**config.mk**
```make
export PLATFORM = sky130hd
export DESIGN_NAME = paralelo_serial_tx
export DESIGN_NICKNAME = d
export VERILOG_FILES = /design/src/rtl/paralelo_serial_tx.sv
export SDC_FILE = /design/constraint.sdc
export NUM_CORES = 1
export LEC_CHECK = 0
export CORE_MARGIN = 2
export CORE_UTILIZATION = 42
export DETAILED_ROUTE_END_ITERATION = 16
export PLACE_DENSITY = 0.74
export SYNTH_ARGS = -nofsm -noshare
export SYNTH_HDL_FRONTEND = slang
export SYNTH_SLANG_ARGS = --single-unit
```
**constraint.sdc**
```tcl
create_clock -name clk_32f -period 1.4 [get_ports clk_32f]
set_input_delay 0.28 -clock clk_32f [delete_from_list [all_inputs] [get_ports clk_32f]]
set_output_delay 0.28 -clock clk_32f [all_outputs]
set_load 0.03 [all_outputs]
```
**src/rtl/paralelo_serial_tx.sv**
```systemverilog
// Parallel-to-serial transmitter: shifts bytes out MSB-first, one bit per clk_32f,
// with a comma preamble after reset/resync and comma fill whenever no data is offered.
module paralelo_serial_tx #(
  parameter logic [7:0]  COMMA       = 8'hBC,
  parameter int unsigned COMMA_COUNT = 4
) (
  input  logic       clk_32f,
  input  logic       reset,
  input  logic [7:0] data_in,
  input  logic       valid_in,
  input  logic       resync_in,
  output logic       ready_out,
  output logic       active_out,
  output logic       data_out
);

  localparam int unsigned        SYNC_W    = $clog2(COMMA_COUNT + 1);
  localparam logic [SYNC_W-1:0]  SYNC_ONE  = SYNC_W'(1);
  localparam logic [SYNC_W-1:0]  SYNC_FULL = SYNC_W'(COMMA_COUNT);
  localparam logic [2:0]         LAST_BIT  = 3'd7;

  logic [7:0]        shreg;
  logic [7:0]        shreg_nxt;
  logic [2:0]        bit_cnt;
  logic [2:0]        bit_cnt_nxt;
  logic [SYNC_W-1:0] sync_cnt;
  logic [SYNC_W-1:0] sync_cnt_nxt;
  logic              resync_pend;
  logic              resync_pend_nxt;
  logic              boundary;

  assign boundary   = (bit_cnt == LAST_BIT);
  assign active_out = (sync_cnt == SYNC_FULL);
  assign ready_out  = active_out && boundary && !resync_pend && !resync_in;

  // State register; the reset preload already counts as preamble comma #1.
  always_ff @(posedge clk_32f) begin
    if (reset) begin
      shreg       <= COMMA;
      bit_cnt     <= 3'd0;
      sync_cnt    <= SYNC_ONE;
      resync_pend <= 1'b0;
      data_out    <= 1'b0;
    end else begin
      shreg       <= shreg_nxt;
      bit_cnt     <= bit_cnt_nxt;
      sync_cnt    <= sync_cnt_nxt;
      resync_pend <= resync_pend_nxt;
      data_out    <= shreg[7];
    end
  end

  // Next-state: shift within a byte, choose the next byte at the boundary.
  always_comb begin
    shreg_nxt       = {shreg[6:0], 1'b0};
    bit_cnt_nxt     = bit_cnt + 3'd1;
    sync_cnt_nxt    = sync_cnt;
    resync_pend_nxt = resync_pend;

    if (boundary) begin
      if (resync_pend || resync_in) begin
        shreg_nxt       = COMMA;
        sync_cnt_nxt    = SYNC_ONE;
        resync_pend_nxt = 1'b0;
      end else if (sync_cnt < SYNC_FULL) begin
        shreg_nxt    = COMMA;
        sync_cnt_nxt = sync_cnt + SYNC_ONE;
      end else if (valid_in && ready_out) begin
        shreg_nxt = data_in;
      end else begin
        shreg_nxt = COMMA;
      end
    end else if (resync_in) begin
      resync_pend_nxt = 1'b1;
    end
  end

endmodule

```
==> reports/summary.txt, run 1 <==
status: complete, but fails checks
failing checks: setup timing
Worst setup EP type: output pin
CP Data Arrival Time: 1240 ps
Min-Delay Path Class: reg2reg
CTS sink count: 16
Clk Latency, worst-skew pair: 280 ps
row count: 14
P per Cell Area: 859 nW/um^2
Final Cycle Share: 109%
LEAKAGE: 0.410 nW
maxcap violations: 0
Die X: 43.7 microns
Fill cells: 126
total chip power: 0.890 mW
Worst EP required: 1120 ps
CP max FO: 2
largest net degree at the start of global routing: 11
Die Area: 1910 sq um
Core ar.: 1490 sq um
Via Count: 530
vias in the first global route: 508
Diodes inserted: 0
post-route cell area: 1040 sq um
startpoint types: flop
first-pass GRT wire length: 2.18 mm
fin. max-slew vios: 0
Placer Congestion: 0.826
Layout area overhead: 56.8%
final net count: 105
Die Y: 43.7 microns
Inserted Clock Buffers: 3
Gate Count Post-Synth: 61
# setup viols final: 2
drt total wl: 1.36 mm
area occupied by multi-input gates: 390 sq um
FF+latch count, synth: 16
syn nets: 77
vias per cell: 5.10
routed len/inst: 13.1 microns
PortBufs: 14
grt ovf: 0
Synth Warn #: 0
distinct cell type count after synthesis: 26
max_slew headroom: 78.5%
register cell area after layout: 324 sq um
register area share after synthesis: 48.5%
Worst-path clk slew: 90 ps
initial DRC count: 2
global router's overall resource usage: 16.4%
CTS root buf: clkbuf_4
Initial Util: 44.4%
DP HPWL: 856 microns
Final Hold Vio Count: 0
count of antenna-violating nets left after detailed routing: 0
unrepaired setup endpoints after global routing: yes
IO Count: 15
residual DRC count: 0
FMAX: 657 MHz
Hold Buf Count CTS: 0
CTS tree: yes
Max clock buf depth: 2
Worst Max-Slew Pin Slew: 322 ps
hold slack: 443 ps
initial antenna violation count: 0
crit path time final: 1520 ps
dpl cell area: 841 sq um
Worst Slack Setup Final: -122 ps
TritonRoute pass-1 iters: 4
H-tree depth: 1
mapped cell area: 661 sq um
share of cells above drive strength 1: 45.5%
Crit Path Category: reg2out
Syn Area/Cell: 10.8 sq um
worst vdd ir: 0.000702 V
clk_skew: 3.54 ps
cell type report:
type | count | share of cell area (%)
inverters | 5 | 1.81
clock buffers | 4 | 3.50
flip-flops and latches | 16 | 31.3
multi-input cells | 37 | 37.7
well taps | 16 | 1.93
repair buffers | 26 | 23.8
final timing paths:
path | slack, ps | depth (start not counted) | end | start
worst max-delay path | -120 | 5 | ready_out | sync_cnt[0]
worst min register to register | 440 | 1 | bit_cnt[0] | bit_cnt[0]
worst min-delay path | 440 | 1 | bit_cnt[0] | bit_cnt[0]
worst max register to register | 0 | 5 | shreg[3] | bit_cnt[0]
through the flow:
stage | utilization, % | setup TNS [ps] | cells | setup slack (ps)
finish | 69.6 | -215 | 104 | -122
global route | 69.6 | -430 | 104 | -154
CTS | 65.7 | -381 | 103 | -133
detailed placement | 56.5 | -1130 | 94 | -145
global placement | 56.5 | -802 | 94 | -114
floorplan | - | 0 | 61 | 7.94
worst max-delay path, cell delays in order (launching register included):
cell and delay, ps:
dfxtp_2 350, inv_2 50, ha_4 140, and2_4 150, and3_4 140, buf_6 130
logic make-up after synthesis:
logic type	synth area share (%)
adders and majority gates	7.58
and+or+nand+nor	21.8
buffers and inverters	6.25
DFF	48.5
AOI/OAI and AO/OA	15.9
placed cells by master, fill, tap and decap left out:
cell type / synthesis / routed
buf_6: 1 / 6
or2_4: 0 / 1
or3_1: 3 / 2
buf_4: 1 / 8
dfxtp_1: 16 / 13
o32ai_2: 0 / 1
inv_2: 0 / 2
o32a_1: 2 / 2
nor2_4: 0 / 1
nor2_1: 2 / 2
and3_4: 0 / 1
nand4b_1: 1 / 1
o21a_1: 1 / 1
clkbuf_4: 0 / 3
nand4_4: 1 / 1
nor2b_1: 3 / 3
dfxtp_2: 0 / 3
o21ai_0: 1 / 1
nor3b_2: 0 / 1
a211oi_1: 1 / 1
clkbuf_8: 0 / 1
nor3b_1: 2 / 1
ha_4: 0 / 3
ha_1: 4 / 1
dlygate4sd2_1: 0 / 1
nor4_2: 0 / 1
clkdlybuf4s50_1: 0 / 11
o31a_2: 3 / 3
a21oi_1: 2 / 2
nand2b_1: 2 / 2
or3_4: 0 / 1
o32ai_4: 0 / 1
o21bai_1: 1 / 1
inv_1: 5 / 3
and2_4: 1 / 1
or2_2: 2 / 1
registers in the layout, indices dropped and copies added, names as in the netlist:
signal and count:
bit_cnt 3, data_out 1, resync_pend 1, shreg 8, sync_cnt 3
metal layers:
metal	track usage (%)	routed length (microns)	vias up
met5	0	0	-
met3	3.75	68	4
li1	-	-	270
met4	9.09	29	0
met2	27.4	704	14
met1	19.3	561	242
Yosys cell counts:
master,number,share of area (%)
clkbuf_1,1,0.57
o32a_1,2,3.0
dfxtp_1,16,48
a211oi_1,1,1.1
and3_2,1,1.1
or3_1,3,2.8
or2_2,2,1.9
and2_4,1,1.3
nand4_4,1,3.2
nor4_1,1,0.95
nor2_2,1,0.95
o21bai_1,1,1.1
a21oi_1,2,1.5
buf_6,1,1.7
o32ai_1,2,2.7
ha_1,4,7.6
inv_1,5,2.8
nor3b_1,2,2.3
nand2b_1,2,1.9
buf_4,1,1.1
o21a_1,1,1.1
nor2b_1,3,2.8
o31a_2,3,4.5
o21ai_0,1,0.76
nand4b_1,1,1.3
nor2_1,2,1.1
report_power, final:
part,internal (mW),switching [mW],leakage (nW)
clock network,0.158,0.139,0.0210
registers,0.476,0.0105,0.132
logic,0.0665,0.0399,0.257
total,0.700,0.190,0.410
repair_timing:
| item | 4_1_cts | 5_1_grt |
|---|---|---|
| setup endpoints to repair | 10 | 11 |
| resized for setup | 18 | 8 |
| buffers inserted | 5 | 1 |
| pin swaps | 2 | 2 |
No activity file was read; power rests on OpenSTA's default activity.
==> run 2, diff against run 1 <==
- CORE_MARGIN: 2 -> unset
==> reports/summary.txt, run 2 (same netlist as run 1, synthesis figures left out) <==
status: complete, but fails checks
failing checks: setup timing
Fill cells: 117
Min-Delay Endpoint: shreg[4]
largest net degree at the start of global routing: 13
Final Hold Vio Count: 0
CTS sink count: 16
startpoint types: flop
top flop regs: shreg: 8 flops, bit_cnt: 3 flops, sync_cnt: 3 flops
pre-CTS setup slack: -164 ps
residual DRC count: 0
Min-Delay Path Class: reg2reg
Inserted Clock Buffers: 3
share of cells above drive strength 1: 44.7%
fin. max-slew vios: 0
global route hottest layer: met2
Largest register FFs: 8
commonest non-fill, non-tap cell in the layout: buf_4
unrepaired setup endpoints after global routing: yes
DP HPWL: 916 microns
CP max stage cell: dfxtp_2
Final Cycle Share: 109%
Via Count: 552
vias in the first global route: 559
CP max FO: 4
CP peak stage delay: 340 ps
Core ar.: 1380 sq um
TritonRoute pass-1 iters: 3
initial antenna violation count: 0
count of antenna-violating nets left after detailed routing: 0
maxcap violations: 0
Die X: 41.7 microns
H-tree depth: 1
CP Data Arrival Time: 1240 ps
vias per cell: 5.06
most frequent cells in the layout: buf_4 (18), dfxtp_1 (12), clkdlybuf4s50_1 (11), dfxtp_2 (4)
max_slew headroom: 77.8%
# setup viols final: 1
clk_skew: 3.35 ps
fin util: 73.8%
Clk Latency, worst-skew pair: 270 ps
Max clock buf depth: 2
CTS root buf: clkbuf_4
worst vdd ir: 0.000595 V
critical path's top delay family: flip-flops
Hold Buf Count CTS: 0
Reg2Reg Launch Point: bit_cnt[1]
worst hold path stage count: 1
Crit Path Category: reg2out
Initial Util: 47.8%
Diodes inserted: 0
routed len/inst: 13.1 microns
initial DRC count: 7
r2r endpoint: shreg[5]
Worst Slack Setup Final: -123 ps
grt ovf: 0
Worst EP required: 1120 ps
P per Cell Area: 814 nW/um^2
IO Count: 15
Placer Congestion: 0.812
Worst-path clk slew: 90 ps
Layout area overhead: 54.5%
Die Y: 41.7 microns
Reg2Reg Depth: 5
reg-to-reg slack, setup: 20 ps
met1 usage: 22.6%
LEAKAGE: 0.429 nW
Worst Max-Slew Pin Slew: 333 ps
global router's overall resource usage: 17.9%
CTS tree: yes
final net count: 112
drt total wl: 1.43 mm
CP dominant cell by count: ha_4
hold slack: 457 ps
Top reg by flops: shreg
hold wc startpoint: shreg[3]
crit path time final: 1520 ps
met2 usage: 30.0%
row count: 13
crit path buf inv count: 1
FMAX: 657 MHz
GR Util met3: 5.22%
PortBufs: 14
area occupied by multi-input gates: 348 sq um
Die Area: 1740 sq um
critical path cell sequence: ha_4, ha_4, and3_4, buf_6
register cell area after layout: 325 sq um
first-pass GRT wire length: 2.37 mm
Worst setup EP type: output pin
==> run 2: final cells by class <==
type	instances	area share [%]
Multi-Input combinational cell	37	34.1
Clock buffer	3	2.21
Inverter	5	1.84
Sequential cell	16	31.9
Timing Repair Buffer	33	28.2
Tap cell	15	1.84
==> run 2: layer usage <==
metal	vias to the layer above	share of wire [%]
li1	283	-
met1	261	46
met2	8	51
met3	0	2.8
met4	0	0
met5	-	0
==> run 2: power breakdown <==
part | internal (mW) | switching [mW]
clock network | 0.0995 | 0.130
logic | 0.0737 | 0.0408
registers | 0.476 | 0.0110
total | 0.649 | 0.182
==> run 2: what timing repair did <==
| action | 4_1_cts | 5_1_grt |
|---|---|---|
| gates cloned | 0 | 0 |
| resized for setup | 15 | 3 |
| endpoints found under the setup margin | 3 | 6 |
| pin swaps | 6 | 5 |
| buffers inserted | 6 | 5 |
==> run 2: how the worst max path moves through the flow <==
stage,from,end,slack (ps),depth (start not counted)
2_1_floorplan,bit_cnt[0],shreg[4],8,5
3_3_place_gp,resync_in,ready_out,-160,4
3_5_place_dp,resync_in,ready_out,-160,4
4_1_cts,sync_cnt[1],ready_out,-130,5
5_1_grt,sync_cnt[0],ready_out,-160,5
6_report,bit_cnt[1],ready_out,-120,4
==> run 2: per-stage QoR <==
step / cell area [sq um] / TNS [ps] / power [mW] / instances
2_1_floorplan: 667 / 0 / 0.535 / 61
3_3_place_gp: 862 / -1160 / 0.590 / 96
3_5_place_dp: 862 / -1320 / 0.593 / 96
4_1_cts: 982 / -151 / 0.834 / 105
5_1_grt: 1020 / -227 / 0.873 / 109
6_report: 1020 / -123 / 0.832 / 109
